### src/rtl/mem_window_reader.sv
// mem_window_reader
//   Walks a 2-D byte window in a 32-bit-word, byte-addressable scratch memory.
//   The window is rowCount rows of rowLen bytes, with rows rowStride bytes
//   apart, starting at baseAddr. One byte is read per cycle and the bytes are
//   delivered in order on a valid/ready stream through a small output FIFO.
//
// Ports
//   clk, rst_n           rising-edge clock, asynchronous active-low reset
//   start                launch request, only looked at while idle
//   baseAddr, rowLen,    window geometry, latched when start is accepted
//   rowCount, rowStride
//   busy                 high while a window is in progress (not idle)
//   done                 one-cycle pulse in the first idle cycle after a window
//   memREn, memAddr      memory read port (byte address)
//   memDataIn            combinational read data for the current memAddr
//   outValid, outData    output stream head: valid flag and byte
//   outRowEnd, outLast   head byte closes its row / closes the window
//   outReady             consumer accepts the head byte
module mem_window_reader #(
   parameter int LEN_W      = 16,
   parameter int FIFO_DEPTH = 4
) (
   input  logic             clk,
   input  logic             rst_n,
   input  logic             start,
   input  logic [31:0]      baseAddr,
   input  logic [LEN_W-1:0] rowLen,
   input  logic [LEN_W-1:0] rowCount,
   input  logic [31:0]      rowStride,
   output logic             busy,
   output logic             done,
   output logic             memREn,
   output logic [31:0]      memAddr,
   input  logic [7:0]       memDataIn,
   output logic             outValid,
   output logic [7:0]       outData,
   output logic             outRowEnd,
   output logic             outLast,
   input  logic             outReady
);

   localparam int PTR_W = $clog2(FIFO_DEPTH);
   localparam int CNT_W = PTR_W + 1;
   localparam logic [CNT_W-1:0] DEPTH_C = CNT_W'(FIFO_DEPTH);
   localparam logic [CNT_W-1:0] ONE_C   = CNT_W'(1);

   typedef enum logic [1:0] {
      IDLE  = 2'd0,
      FETCH = 2'd1,
      DRAIN = 2'd2
   } state_t;

   state_t           state_q, state_d;
   logic [LEN_W-1:0] len_q, len_d;
   logic [LEN_W-1:0] rows_q, rows_d;
   logic [LEN_W-1:0] col_q, col_d;
   logic [LEN_W-1:0] row_q, row_d;
   logic [31:0]      stride_q, stride_d;
   logic [31:0]      row_base_q, row_base_d;
   logic [CNT_W-1:0] count_q, count_d;
   logic [PTR_W-1:0] wr_ptr_q, wr_ptr_d;
   logic [PTR_W-1:0] rd_ptr_q, rd_ptr_d;
   logic             done_q, done_d;

   // FIFO entry layout: {data[7:0], row_end, last}
   logic [9:0]       fifo_q [FIFO_DEPTH];
   logic [9:0]       fifo_d [FIFO_DEPTH];
   logic [9:0]       head;

   logic             push;
   logic             pop;
   logic             row_end;
   logic             win_last;
   logic             accept;
   logic             empty_win;

   assign accept    = (state_q == IDLE) && start;
   assign empty_win = (rowLen == '0) || (rowCount == '0);
   assign row_end   = (col_q == len_q - 1'b1);
   assign win_last  = row_end && (row_q == rows_q - 1'b1);
   assign push      = memREn;
   assign pop       = outValid && outReady;

   // Address comes straight from registers so outReady never reaches memAddr.
   assign memAddr   = row_base_q + 32'(col_q);

   // ---------------- FSM: state register ----------------
   always_ff @(posedge clk or negedge rst_n) begin
      if (!rst_n) begin
         state_q <= IDLE;
         done_q  <= 1'b0;
      end else begin
         state_q <= state_d;
         done_q  <= done_d;
      end
   end

   // ---------------- FSM: next state ----------------
   always_comb begin
      state_d = state_q;
      case (state_q)
         IDLE: begin
            if (start) begin
               state_d = empty_win ? DRAIN : FETCH;
            end
         end
         FETCH: begin
            if (push && win_last) begin
               state_d = DRAIN;
            end
         end
         DRAIN: begin
            // Leave once the FIFO is empty after this edge.
            if ((count_q == '0) || ((count_q == ONE_C) && pop)) begin
               state_d = IDLE;
            end
         end
         default: state_d = IDLE;
      endcase
      done_d = (state_q == DRAIN) && (state_d == IDLE);
   end

   // ---------------- FSM: outputs ----------------
   always_comb begin
      busy   = (state_q != IDLE);
      done   = done_q;
      // Fetch gating looks only at FIFO occupancy, never at outReady.
      memREn = (state_q == FETCH) && (count_q < DEPTH_C);
   end

   // ---------------- window walker and FIFO bookkeeping ----------------
   always_comb begin
      len_d      = len_q;
      rows_d     = rows_q;
      stride_d   = stride_q;
      row_base_d = row_base_q;
      col_d      = col_q;
      row_d      = row_q;
      wr_ptr_d   = wr_ptr_q;
      rd_ptr_d   = rd_ptr_q;
      count_d    = count_q;

      if (accept) begin
         len_d      = rowLen;
         rows_d     = rowCount;
         stride_d   = rowStride;
         row_base_d = baseAddr;
         col_d      = '0;
         row_d      = '0;
      end else if (push) begin
         if (row_end) begin
            col_d      = '0;
            row_d      = row_q + 1'b1;
            row_base_d = row_base_q + stride_q;
         end else begin
            col_d = col_q + 1'b1;
         end
      end

      if (push) begin
         wr_ptr_d = wr_ptr_q + 1'b1;
      end
      if (pop) begin
         rd_ptr_d = rd_ptr_q + 1'b1;
      end
      if (push && !pop) begin
         count_d = count_q + 1'b1;
      end else if (pop && !push) begin
         count_d = count_q - 1'b1;
      end
   end

   always_ff @(posedge clk or negedge rst_n) begin
      if (!rst_n) begin
         len_q      <= '0;
         rows_q     <= '0;
         stride_q   <= '0;
         row_base_q <= '0;
         col_q      <= '0;
         row_q      <= '0;
         wr_ptr_q   <= '0;
         rd_ptr_q   <= '0;
         count_q    <= '0;
      end else begin
         len_q      <= len_d;
         rows_q     <= rows_d;
         stride_q   <= stride_d;
         row_base_q <= row_base_d;
         col_q      <= col_d;
         row_q      <= row_d;
         wr_ptr_q   <= wr_ptr_d;
         rd_ptr_q   <= rd_ptr_d;
         count_q    <= count_d;
      end
   end

   // ---------------- FIFO storage (data only, no reset) ----------------
   always_comb begin
      for (int i = 0; i < FIFO_DEPTH; i++) begin
         fifo_d[i] = fifo_q[i];
      end
      if (push) begin
         fifo_d[wr_ptr_q] = {memDataIn, row_end, win_last};
      end
   end

   always_ff @(posedge clk) begin
      for (int i = 0; i < FIFO_DEPTH; i++) begin
         fifo_q[i] <= fifo_d[i];
      end
   end

   // ---------------- output stream ----------------
   // Head fields are forced to zero while empty so stale entries never show.
   always_comb begin
      outValid  = (count_q != '0);
      head      = fifo_q[rd_ptr_q];
      outData   = outValid ? head[9:2] : 8'h00;
      outRowEnd = outValid && head[1];
      outLast   = outValid && head[0];
   end

endmodule

### config.mk
export PLATFORM = sky130hd
export DESIGN_NAME = mem_window_reader
export DESIGN_NICKNAME = d
export VERILOG_FILES = /design/src/rtl/mem_window_reader.sv
export SDC_FILE = /design/constraint.sdc
export NUM_CORES = 1
export LEC_CHECK = 0
export CORE_UTILIZATION = 40
export CTS_CLUSTER_DIAMETER = 80
export CTS_CLUSTER_SIZE = 24
export DETAILED_ROUTE_END_ITERATION = 10
export GPL_ROUTABILITY_DRIVEN = 0
export PLACE_DENSITY = 0.71
export SYNTH_ARGS = -nofsm -noshare
export SYNTH_HDL_FRONTEND = slang
export SYNTH_SLANG_ARGS = --single-unit
### constraint.sdc
create_clock -name clk -period 3.24 [get_ports clk]
set_input_delay 0.648 -clock clk [delete_from_list [all_inputs] [get_ports clk]]
set_output_delay 0.648 -clock clk [all_outputs]
set_load 0.01 [all_outputs]
==> results by group, run 1 <==
Outcome
  – Status: finished with violations
  – Failing checks: setup timing

Critical path
  – Worst reg-to-reg path cell count: 12
  – CP delay by family, top: compound AO/OA/AOI/OAI gates
  – Worst setup SP type: flop
  – Worst-path cell chain: buf_6 -> ha_4 -> a21o_1 -> a21oi_2 -> nor2b_2 -> o221ai_2 -> a211oi_2 -> a211oi_2 -> a31oi_1 -> buf_4 -> buf_6 -> nand3_4 -> xnor2_2 -> buf_2
  – CP Data Required Time: between 2 and 3 ns
  – Buf/Inv on CP: 4
  – R2r endpoint: row_base_q[31]$_DFFE_PN0P_
  – Reg-to-reg startpoint: len_q[1]$_DFFE_PN0P_
  – Crit-path slowest cell: dfrtp_1
  – Crit-path max FO: 8
  – Worst Setup Path Type: reg -> out
  – WP data arrival: 3.06 ns
  – Flop2flop setup slack: about 0.1 ns
  – Crit-path max cell delay: slightly above 0.4 ns
  – Crit. End Element: primary output

Global routing
  – First-pass GRT wire length: 49300 um
  – Initial antenna violation count: 1
  – Largest net degree at the start of global routing: 84
  – Vias in the first global route: between 9000 and 10000
  – Global-route usage over all layers: a little over a fifth
  – Gr ovfl total: 0

Logic synthesis
  – Post-synth EDFFs: 40
  – Yosys reg bits: 178
  – Synth Cell Area: 0.0112 mm^2
  – Gate Count Post-Synth: between 1000 and 1500
  – Sequential-to-total area share from yosys stat: a little over 40%
  – Top_reg_cell synth: dfrtp_1
  – Post-Syn Nets: 1416
  – Post-synth top area share: a little under a third
  – Avg Cell Area, Syn: 8.98 um^2
  – Synth unique cells: 68
  – Leading post-synthesis cells by cell area: dfrtp_1 31%, edfxtp_1 11%, nand2_1 9.5%
  – Top post-synthesis cells by count: 282 x nand2_1, 138 x dfrtp_1, 91 x nor2_1
  – Post-synthesis async set-or-reset flop share: a little under 80%
  – Count leader, synth: nand2_1
  – Synthesis Warnings: 0
  – Area leader, netlist: dfrtp_1

Cells and area
  – Finished Layout Cells: around 1900
  – Nets: 1662
  – Proportion of layout cells with a drive suffix above 1: 19.1%
  – Synth-to-layout area growth: 34.3%

Clock tree
  – CTS buffer count: 17
  – CTS Hold Bufs: 0
  – Clock insertion delay at the later pin of the skew report: ~0.44 ns
  – Clock transition time at the flip-flop clock pins of the worst setup and hold paths: around 0.08 ns
  – CTS HTree Levels: 4
  – Clock Tree Root: clkbuf_16
  – Sink Count: around 180
  – Worst-case clock buffer depth: 2
  – CTS tree: built

Floorplanning
  – Num rows: 60
  – IO Count: between 150 and 200
  – Die area: about 0.029 mm^2
  – Core area: 0.0272 mm^2
  – Die height: 169 um
  – Die width: 169 um
  – Initial Util: between 40 and 50%

Placed design
  – Dpl hpwl: 21600 um
  – DP Worst Slack: -0.600 ns
  – Placed Instances: roughly 1800
  – IO buf count: approximately 150

Detailed routing
  – Final ANT Viol Nets: 0
  – Routed len/inst: 16.6 um
  – DRT iter0 DRCs: a little over 600
  – Detailed Route WL: roughly 31000 um
  – Drt pass-1 iters: 8
  – Vias/cell: 5.37
  – Via Count: 10100
  – DRC violations left: 0

STA
  – Slew @ Worst Pin: 0.547 ns
  – Hold Violations, Final: 0
  – Final period util: 115%
  – Max Clock Skew: 0.0152 ns
  – Hold slack: 0.153 ns
  – RSZ-0062 raised after global routing: yes
  – Tmin final: between 3 and 4 ns
  – Setup Viol. Count Final: 23
  – Max Slew Vio Count: 0
  – Peak Freq: between 0.2 and 0.3 GHz
  – Fin worst setup slack: -0.472 ns
  – Worst slew margin: between 60% and 70%

Worst hold path
  – Hold WC Path Type: in -> async

Pwr
  – Max VDD drop: about 0.4 mV
  – Tot Pwr: between 10 and 15 mW
  – Pwr dens: just over 800 mW/mm^2
  – Leakage: between 6 and 7 nW

Job
  – Number of max-cap violations: 0
-- report_power, final --
| part | switching [mW] | internal (mW) |
|---|---|---|
| combinational | 3.41 | 3.31 |
| clock | 1.06 | 1.06 |
| sequential | 0.594 | 2.92 |
| total | 5.07 | 7.28 |
-- registers in the layout (all words and copies together) (netlist names) --
name / count
fifo_q: 40
rd_ptr_q: 2
state_q: 2
row_base_q: 32
row_q: 16
rows_q: 16
stride_q: 32
len_q: 16
done: 1
count_q: 3
wr_ptr_q: 2
col_q: 16
-- metrics by stage --
| step | cell area, um^2 | TNS (ns) | utilization, % |
|---|---|---|---|
| 5_1_grt | 15000 | -12.03 | 55.3 |
| 4_1_cts | 14600 | -9.02 | 53.7 |
| 6_report | 15000 | -8.60 | 55.3 |
| 3_5_place_dp | 13800 | -11.86 | 50.6 |
| 3_3_place_gp | 13800 | -10.82 | 50.6 |
| 2_1_floorplan | 11200 | 0 | - |
-- cells in the final DEF (no fill, tap or decap), drive strengths merged, types with 18 or more instances in the layout --
cell type,netlist,layout
clkbuf,28,18
o21ai,60,60
xor2,33,33
dfrtp,138,138
buf,19,145
a21oi,50,50
and2,18,18
inv,36,45
nor2,92,92
nand2,282,282
ha,60,60
and3,29,29
clkdlybuf4s50,0,125
nor3,21,21
nor4,18,18
nand3,32,32
xnor2,80,80
a31oi,25,25
edfxtp,40,40
-- metal layers --
layer / GRT usage, % / vias to the layer above / wire length, um
met5: 0 / - / 0
met1: 29.0 / 4851 / 14100
met2: 35.9 / 311 / 14900
met4: 5.68 / 0 / 533
met3: 3.61 / 41 / 1640
li1: - / 4879 / -
-- layout make-up --
type                    instances  area (um^2)
multi-input cells             985         6710
flip-flops and latches        178         4650
inverters                      37          143
diodes                          1         2.50
clock inverters                15          176
fillers                      2324        12100
repair buffers                273         2460
clock buffers                  17          425
well taps                     372          465
-- cell families after synthesis --
group                      synth area share, %
AOI/OAI and AO/OA                         12.7
adders and majority gates                 7.07
muxes                                     2.93
buffers and inverters                     3.02
and+or+nand+nor                           23.8
DFF                                       41.6
xor gates and xnor gates                  8.84
-- how the worst max path moves through the flow --
| stage | from | end | slack (ns) | cells after the start |
|---|---|---|---|---|
| after floorplan | col_q[0]$_DFFE_PN0P_ | memAddr[20] | 0.05 | 12 |
| after global placement | col_q[0]$_DFFE_PN0P_ | memAddr[18] | -0.56 | 14 |
| after detailed placement | row_base_q[0]$_DFFE_PN0P_ | memAddr[24] | -0.60 | 14 |
| after CTS | row_base_q[0]$_DFFE_PN0P_ | memAddr[18] | -0.55 | 15 |
| after global routing | col_q[1]$_DFFE_PN0P_ | memAddr[31] | -0.63 | 14 |
| final | col_q[1]$_DFFE_PN0P_ | memAddr[31] | -0.47 | 14 |
-- timing repair --
item / 4_1_cts / 5_1_grt
cloned: 1 / 1
pin swaps: 35 / 52
resized for setup: 151 / 74
endpoints found under the setup margin: 46 / 73
setup buffers: 18 / 13
No activity file was read; power rests on OpenSTA's default activity.
==> inputs of run 2 (changes only) <==
CTS_CLUSTER_DIAMETER = 200   (was 80)
SKIP_CTS_REPAIR_TIMING = 1   (was not set)
==> results by group, run 2 (same netlist as run 1, synthesis figures left out) <==
Outcome
  – Status: finished with violations
  – Failing checks: setup timing

Cells and area
  – Nets: 1652 (-0.60%)
  – Synth-to-layout area growth: 32.6%
  – Commonest non-fill, non-tap cell in the layout: nand2_1
  – Number of flip-flops in the largest register: 40 (unchanged)
  – Util after Layout: 54.6% (-0.71 points)
  – Biggest regs: fifo_q: 40 flops, row_base_q: 32 flops, stride_q: 32 flops
  – Proportion of layout cells with a drive suffix above 1: 17.9% (-1.3 points)
  – Biggest register: fifo_q
  – Most frequent cells in the layout: 278 x nand2_1, 138 x dfrtp_1, 126 x clkdlybuf4s50_1

Critical path
  – Worst Setup Path Type: reg -> out
  – Reg-to-reg startpoint: len_q[1]$_DFFE_PN0P_
  – Worst reg-to-reg path cell count: 14 (+2)
  – CP Data Required Time: 2.59 ns (about the same)
  – WP data arrival: 3.01 ns (-0.05 ns)
  – Crit-path max FO: 3 (-5)
  – Crit. End Element: primary output
  – Worst setup SP type: flop
  – R2r endpoint: row_q[15]$_DFFE_PN0P_
  – Flop2flop setup slack: 0.03 ns (-0.07 ns)

Pwr
  – Pwr dens: 824 mW/mm^2 (+0.22%)
  – Gate power share: 54.0% (-0.4 points)
  – Leakage: 6.50 nW (-1.3%)
  – Max VDD drop: 0.399 mV (-1.3%)
  – Internal: 7.21 mW (-0.99%)
  – Clock power frac: 17.3% (about the same)
  – Switching part of the total: 41.0% (-0.051 points)
  – Net Sw Power: 5.01 mW (-1.2%)
  – Sequential fraction of design power: 28.6% (+0.2 points)

Clock tree
  – CTS buffer count: 17 (unchanged)
  – Worst-case clock buffer depth: 2 (unchanged)
  – Clock insertion delay at the later pin of the skew report: 0.44 ns (about the same)
  – Clock transition time at the flip-flop clock pins of the worst setup and hold paths: 0.08 ns (about the same)
  – Clock Tree Root: clkbuf_16
  – CTS tree: built
  – CTS HTree Levels: 4 (unchanged)
  – Sink Count: 178 (unchanged)

STA
  – Max Slew Vio Count: 0 (unchanged)
  – Setup Viol. Count Final: 24 (+4.3%)
  – Final period util: 113% (-1.5 points)
  – Tmin final: 3.66 ns (-0.0497 ns)
  – Hold Violations, Final: 0 (unchanged)
  – Slew @ Worst Pin: 0.572 ns (+0.0245 ns)
  – RSZ-0062 raised after global routing: yes
  – Peak Freq: 0.273 GHz (+1.4%)
  – Fin worst setup slack: -0.422 ns (+0.0497 ns)
  – Worst slew margin: 61.9% (-1.3 points)
  – Max Clock Skew: 0.0145 ns (-0.000685 ns)

Job
  – Number of max-cap violations: 0 (unchanged)

Global routing
  – Gr ovfl total: 0 (unchanged)
  – First-pass GRT wire length: 47800 um (-3.0%)
  – Vias in the first global route: 9667 (-1.9%)
  – Global-route usage over all layers: 20.9% (-0.65 points)
  – Largest net degree at the start of global routing: 84 (unchanged)
  – Initial antenna violation count: 1 (unchanged)

Detailed routing
  – Final ANT Viol Nets: 0 (unchanged)
  – Detailed Route WL: 31000 um (-0.30%)
  – DRC violations left: 0 (unchanged)
  – Vias/cell: 5.35 (-0.27%)
  – DRT iter0 DRCs: 598 (-2.8%)
  – Drt pass-1 iters: 5 (-3)
  – Routed len/inst: 16.6 um (+0.23%)
  – Via Count: 10000 (-0.80%)

Placed design
  – DP Worst Slack: -0.600 ns (unchanged)
  – Dpl hpwl: 21600 um (unchanged)
  – IO buf count: 153 (unchanged)

Floorplanning
  – Core area: 0.0272 mm^2 (unchanged)
  – Die height: 169 um (unchanged)
  – Die width: 169 um (unchanged)
  – Initial Util: 41.2% (unchanged)
  – Num rows: 60 (unchanged)
  – Die area: 0.0286 mm^2 (unchanged)
  – IO Count: 154 (unchanged)

Worst hold path
  – Hold WC Path Type: in -> async
[run 2: final cells by class]
cell class	count	area, um^2
sequential	178	4650
clock buffer	17	425
antenna	1	2.50
timing repair buffer	263	2370
tap	372	465
fill	2387	12300
inverter	37	143
multi-input combinational	985	6600
clock inverter	15	176
[run 2: metrics by stage]
step	instances	setup TNS (ns)	hold WS [ns]	area, um^2	power, mW
global route	1867	-10.24	0.201	14800	13.0
floorplan	1246	0	0.352	11200	7.43
detailed placement	1817	-11.86	0.473	13800	9.73
finish	1868	-6.75	0.162	14800	12.2
CTS	1849	-25.68	0.177	14400	11.9
global placement	1817	-10.82	0.469	13800	9.60
[run 2: power by group through the flow]
stage / clock, mW / combinational (mW) / sequential (mW)
3_5_place_dp: 0 / 6.22 / 3.51
2_1_floorplan: 0 / 4.06 / 3.37
3_3_place_gp: 0 / 6.11 / 3.49
5_1_grt: 2.24 / 7.23 / 3.58
6_report: 2.11 / 6.60 / 3.50
4_1_cts: 2.15 / 6.30 / 3.48
[run 2: metal layers]
metal	vias to the layer above	routed length [um]	global-route usage (%)
met5	-	0	0
met4	0	388	6.58
met3	32	1540	3.54
met2	287	15000	34.2
met1	4820	14100	28.2
li1	4862	-	-
[run 2: critical path, stage by stage (launching register included)]
cell	delay (ns)
dfrtp_1	0.36
ha_2	0.19
inv_2	0.04
fa_2	0.34
nor2b_1	0.12
o21ai_1	0.09
a21boi_2	0.20
o31ai_4	0.10
buf_4	0.14
buf_6	0.12
a21oi_2	0.17
a21oi_1	0.10
o211ai_1	0.21
xor2_1	0.21
buf_2	0.17
[run 2: worst max path at each step]
stage                         startpoint          end  slack (ns)  cells past startpoint
2_1_floorplan       col_q[0]$_DFFE_PN0P_  memAddr[20]        0.05                     12
3_5_place_dp   row_base_q[0]$_DFFE_PN0P_  memAddr[24]       -0.60                     14
3_3_place_gp        col_q[0]$_DFFE_PN0P_  memAddr[18]       -0.56                     14
5_1_grt        row_base_q[0]$_DFFE_PN0P_  memAddr[20]       -0.50                     14
4_1_cts        row_base_q[0]$_DFFE_PN0P_  memAddr[20]       -1.10                     14
6_report       row_base_q[0]$_DFFE_PN0P_  memAddr[12]       -0.42                     14
==> edit 1, RTL diff (flow settings as in run 2) <==
`LEN_W`: 16 -> 8.
--- a/src/rtl/mem_window_reader.sv
+++ b/src/rtl/mem_window_reader.sv
@@ -17,7 +17,7 @@
 //   outRowEnd, outLast   head byte closes its row / closes the window
 //   outReady             consumer accepts the head byte
 module mem_window_reader #(
-   parameter int LEN_W      = 16,
+   parameter int LEN_W      = 8,
    parameter int FIFO_DEPTH = 4
 ) (
    input  logic             clk,
Ports: changed (resized rowCount and rowLen); port bits go from 154 to 138. The function was not compared with the original's and may differ.
==> edit 1 against run 2 <==
The run still ends with negative setup slack left; area after synthesis decreased by 18%; worst setup slack lost 0.054 ns; sequential power is 7.1% lower; sequential cell count is 32 lower; design area fell by 20%; power increased by 1.6%; non-clock buffer count down 73; wire length down 22%.
==> edit 1: results (changes against run 2) <==
[sta]
setup_violations = 18  ; -25%
tightest_slew_ns = 0.647  ; +0.0756 ns
setup_tns_ns = -5.08  ; +1.67 ns
setup_ws_ns = -0.476  ; -0.0537 ns
skew_ns = 0.00925  ; -0.00523 ns

[global_routing]
track_usage = 0.207  ; -0.00233
grt_antenna_before_repair = 0  ; -1
use_met3 = 0.0363  ; +0.000844
grt_pass1_wl_um = 38600  ; -19%
use_met2 = 0.344  ; +0.00268
grt_max_degree = 52  ; -38%
met1_usage = 0.270  ; -0.0118

[setup_path]
cp.arrival_ns = 3.07  ; +0.06 ns
max_stage_delay_ns = 0.41  ; +0.05 ns
slowest_stage = o41a_1
cp_max_fo = 5  ; +2

[pwr]
pwr-share-comb = 0.587  ; +0.047
p_leak_uw = 0.00513  ; -21%
ir_worst_vdd_mv = 0.391  ; -1.8%
comb_power_uw = 7290  ; +10%
switching_share = 0.439  ; +0.0288

[drt]
via_per_inst = 5.34  ; -0.24%
maxUsedRoutingLayer = met4
wl_met2_um = 11700  ; -22%
wl_met1_um = 10900  ; -23%
vias = 7846  ; -22%
drtIter0Drc = 419  ; -30%

[placed_design]
dp.cells = 1426  ; -22%
dp_hpwl_um = 17700  ; -18%
port_buffers = 137  ; -10%
dpl_cell_area_um2 = 11100  ; -20%

[finish]
n_fill_cell = 2065  ; -13%
nets = 1317  ; -20%
drive_above_1_share = 0.135  ; -0.0435
diodes = 0  ; -1

[outcome]
violations = negative setup slack
status = finished, violations left

[cts]
clkTransAtPathRegs_ns = 0.07
clock_latency_ns = 0.43
clockBufferDepth = 2  ; unchanged

[synthesis]
synth_commonest_cells = 213 x nand2_1, 106 x dfrtp_1, 71 x nor2_1, 57 x xnor2_1, 52 x ha_1
synth_nets = 1147  ; -19%
postSynthAreaPerCell_um2 = 9.16  ; +2.0%
synthArstFlopShare = 0.726  ; -0.0493
synthTopCellsByArea = dfrtp_1 29%, edfxtp_1 13%, nand2_1 8.7%
ys_seq_area_frac = 0.420  ; +0.00416
synth.distinct_cells = 72  ; +5.9%

[edit 1: changes by cell type after synthesis, sizes merged, moves of 9 or more]
cell / before / now
o21ai: 60 / 48
and3: 29 / 16
dfrtp: 138 / 106
nor2: 92 / 73
xnor2: 80 / 57
buf: 19 / 8
nand4: 14 / 5
a31oi: 25 / 11
nor4: 18 / 8
nand2: 282 / 214
[edit 1: worst paths after layout]
path / startpoint / to / slack [ns] / cells after the start
worst max-delay path: row_base_q[0]$_DFFE_PN0P_ / memAddr[12] / -0.48 / 14
worst min-delay path: rst_n / row_base_q[22]$_DFFE_PN0P_ / 0.23 / 1
worst max register to register: row_base_q[0]$_DFFE_PN0P_ / row_base_q[28]$_DFFE_PN0P_ / 0.01 / 13
worst min register to register: stride_q[15]$_DFFE_PN0P_ / stride_q[15]$_DFFE_PN0P_ / 0.48 / 2
max in group asynchronous: rst_n / row_q[6]$_DFFE_PN0P_ / 2.25 / 2
min in group clk: stride_q[15]$_DFFE_PN0P_ / stride_q[15]$_DFFE_PN0P_ / 0.48 / 2
[edit 1: logic make-up after synthesis]
| kind of cell | after synthesis | synth area share |
|---|---|---|
| fa+ha+maj | 54 | 0.0753 |
| flops | 146 | 0.420 |
| xor+xnor | 85 | 0.0812 |
| mux | 19 | 0.0345 |
| compound gates | 198 | 0.144 |
| simple gates | 427 | 0.214 |
| buf+inv | 72 | 0.0311 |
[edit 1: final cells by class]
type / instances / area (um^2) / area share
sequential: 146 / 3850 / 0.325
inverter: 33 / 124 / 0.0105
clock inverter: 14 / 123 / 0.0104
tap: 285 / 357 / 0.0301
clock buffer: 18 / 429 / 0.0362
multi-input combinational: 783 / 5220 / 0.440
timing repair buffer: 190 / 1740 / 0.147
==> edit 2, RTL diff (settings of run 2) <==
Without the edit above. Encoding of `state_t`: now one-hot (3 bits for 3 states).
--- a/src/rtl/mem_window_reader.sv
+++ b/src/rtl/mem_window_reader.sv
@@ -44,10 +44,10 @@
    localparam logic [CNT_W-1:0] DEPTH_C = CNT_W'(FIFO_DEPTH);
    localparam logic [CNT_W-1:0] ONE_C   = CNT_W'(1);
 
-   typedef enum logic [1:0] {
-      IDLE  = 2'd0,
-      FETCH = 2'd1,
-      DRAIN = 2'd2
+   typedef enum logic [2:0] {
+      IDLE  = 3'b001,
+      FETCH = 3'b010,
+      DRAIN = 3'b100
    } state_t;
 
    state_t           state_q, state_d;
Check against the original RTL: no difference found for any inputs over 4 cycles, from zero or initial values and one cycle with rst_n low; so few cycles prove little.
==> edit 2 against run 2 <==
The flow still finishes with violations (negative setup slack); worst setup slack improved by 0.012 ns; sequential cell count increased by 1; design area increased by 1.4%; non-clock buffer count increased by 6; utilization decreased by 0.73 points; wire length increased by 0.79%; maximum frequency increased by 0.32%; die area increased by 2.2%; area after synthesis increased by 2.2%; register-to-register slack improved by 0.09 ns; power increased by 9.0%; first-iteration DRC count increased by 4.3%.
==> edit 2: results (changes against run 2) <==
[global_routing]
grt_pass1_wl_um = 50000  ; +4.5%
track_usage = 0.216  ; +0.00753
grt_antenna_before_repair = 1  ; unchanged
grt_max_degree = 108  ; +29%

[setup_path]
cp-startpoint = row_base_q[0]$_DFFE_PN0P_
cp_max_fo = 8  ; +5
r2r-start = row_base_q[6]$_DFFE_PN0P_
slowest_stage = dfrtp_1
max_stage_delay_ns = 0.40  ; +0.04 ns
cp.arrival_ns = 3.00  ; about the same
critical_path.top_delay_family = compound AO/OA/AOI/OAI gates

[synthesis]
synth_xor_xnor_area_share = 0.0919  ; +0.00347
synth.distinct_cells = 74  ; +8.8%
synthArstFlopShare = 0.777  ; +0.00126
ys_seq_area_frac = 0.409  ; -0.00658
synth_nets = 1442  ; +1.8%
synth_edf_count = 40  ; unchanged
synth_compound_area_frac = 0.140  ; +0.0125
ys_warn_count = 0  ; unchanged
yosys_register_bits = 179  ; +0.56%
synth_ff_type = dfrtp_1
yosys.area_share.adder = 0.0692  ; -0.00151
synth_mux_area_frac = 0.0276  ; -0.00172
synthTopCellsByArea = dfrtp_1 30%, edfxtp_1 11%, nand2_1 8.7%
synth_commonest_cells = 264 x nand2_1, 138 x dfrtp_1, 92 x nor2_1, 82 x o21ai_0

[drt]
vias = 10188  ; +1.9%
wl_met1_um = 14600  ; +3.4%
wl_met3_um = 1850  ; +20%
drtIter0Drc = 624  ; +4.3%
drt-wirelength-per-cell_um = 16.4  ; -1.2%
drt-pass1-iter-count = 5  ; unchanged
wl_met2_um = 14300  ; -4.8%

[sta]
slew-limit-headroom = 0.579  ; -0.0403
setup_violations = 22  ; -8.3%
setup_ws_ns = -0.410  ; +0.0117 ns
skew_ns = 0.0160  ; +0.00154 ns

[finish]
drive_above_1_share = 0.171  ; -0.00767
nets = 1684  ; +1.9%
reg.largest.list = fifo_q x40, row_base_q x32, stride_q x32
n_fill_cell = 2494  ; +4.5%

[cts]
h-tree-depth = 4  ; unchanged
ctsRootBufferMaster = clkbuf_16
cts_buffers = 17  ; unchanged
clkTransAtPathRegs_ns = 0.08  ; about the same
clock_latency_ns = 0.43

[pwr]
ir_worst_vdd_mv = 0.397  ; -0.47%
p_leak_uw = 0.00660  ; +1.6%

[outcome]
violations = negative setup slack
status = finished, violations left

[worst_hold_path]
worstHoldPathType = primary input to asynchronous set/reset pin

[placed_design]
dp_hpwl_um = 23100  ; +6.9%
port_buffers = 153  ; unchanged

edit 2: changes by cell type after synthesis, moves of 6 or more:
cell | before | now
buf_1 | 11 | 1
clkbuf_1 | 28 | 35
nand2_1 | 282 | 264
o21ai_0 | 51 | 82
xnor2_1 | 80 | 73
and3_1 | 29 | 23
xor2_1 | 33 | 47
nor3_2 | 0 | 6
a31oi_1 | 25 | 12
o21ai_1 | 9 | 3
a21oi_1 | 50 | 73
nand3_1 | 32 | 38
edit 2: path summary, 6_finish.rpt:
| path | end | slack, ns | cells after the start |
|---|---|---|---|
| worst max-delay path | memAddr[20] | -0.41 | 14 |
| worst min-delay path | stride_q[28]$_DFFE_PN0P_ | 0.16 | 1 |
| worst max register to register | row_base_q[31]$_DFFE_PN0P_ | 0.12 | 11 |
| worst min register to register | stride_q[6]$_DFFE_PN0P_ | 0.49 | 2 |
| max in group asynchronous | stride_q[11]$_DFFE_PN0P_ | 2.20 | 2 |
| min in group clk | stride_q[6]$_DFFE_PN0P_ | 0.49 | 2 |
edit 2: metrics by stage:
stage	power (uW)	cell area [um^2]	setup WS, ns	setup TNS [ns]	instances
2_1_floorplan	8490	11400	0.0722	0	1272
3_3_place_gp	10900	14100	-0.545	-9.07	1863
3_5_place_dp	11000	14100	-0.626	-10.29	1863
4_1_cts	13200	14700	-1.12	-23.29	1895
5_1_grt	14400	15000	-0.517	-9.14	1905
6_report	13300	15000	-0.410	-5.72	1906
edit 2: routing by layer:
| metal | up-vias | track usage |
|---|---|---|
| li1 | 4995 | - |
| met1 | 4841 | 0.298 |
| met2 | 315 | 0.344 |
| met3 | 37 | 0.0384 |
| met4 | 0 | 0.0683 |
| met5 | - | 0 |
edit 2: area by class of cell:
type / instances / area (um^2) / area share
diodes: 1 / 2.50 / 0.000166
clock buffers: 18 / 439 / 0.0292
clock inverters: 14 / 141 / 0.00940
inverters: 32 / 120 / 0.00798
multi-input cells: 1015 / 6810 / 0.453
flip-flops and latches: 179 / 4680 / 0.311
well taps: 378 / 473 / 0.0314
repair buffers: 269 / 2380 / 0.158
edit 2: cell families (layout without fill, tap and decap cells):
| logic type | count (synthesis) | count (layout) |
|---|---|---|
| compound gates | 261 | 261 |
| xor+xnor | 120 | 120 |
| fa+ha+maj | 62 | 62 |
| buf+inv | 78 | 333 |
| flops | 179 | 179 |
| other cells | 0 | 1 |
| mux | 19 | 19 |
| simple gates | 553 | 553 |
edit 2: where the power goes:
| part | switching (uW) | leakage (uW) | internal (uW) |
|---|---|---|---|
| clock network | 1000 | 0.000283 | 1050 |
| registers | 769 | 0.00211 | 2970 |
| logic | 4020 | 0.00421 | 3510 |
| total | 5790 | 0.00660 | 7530 |
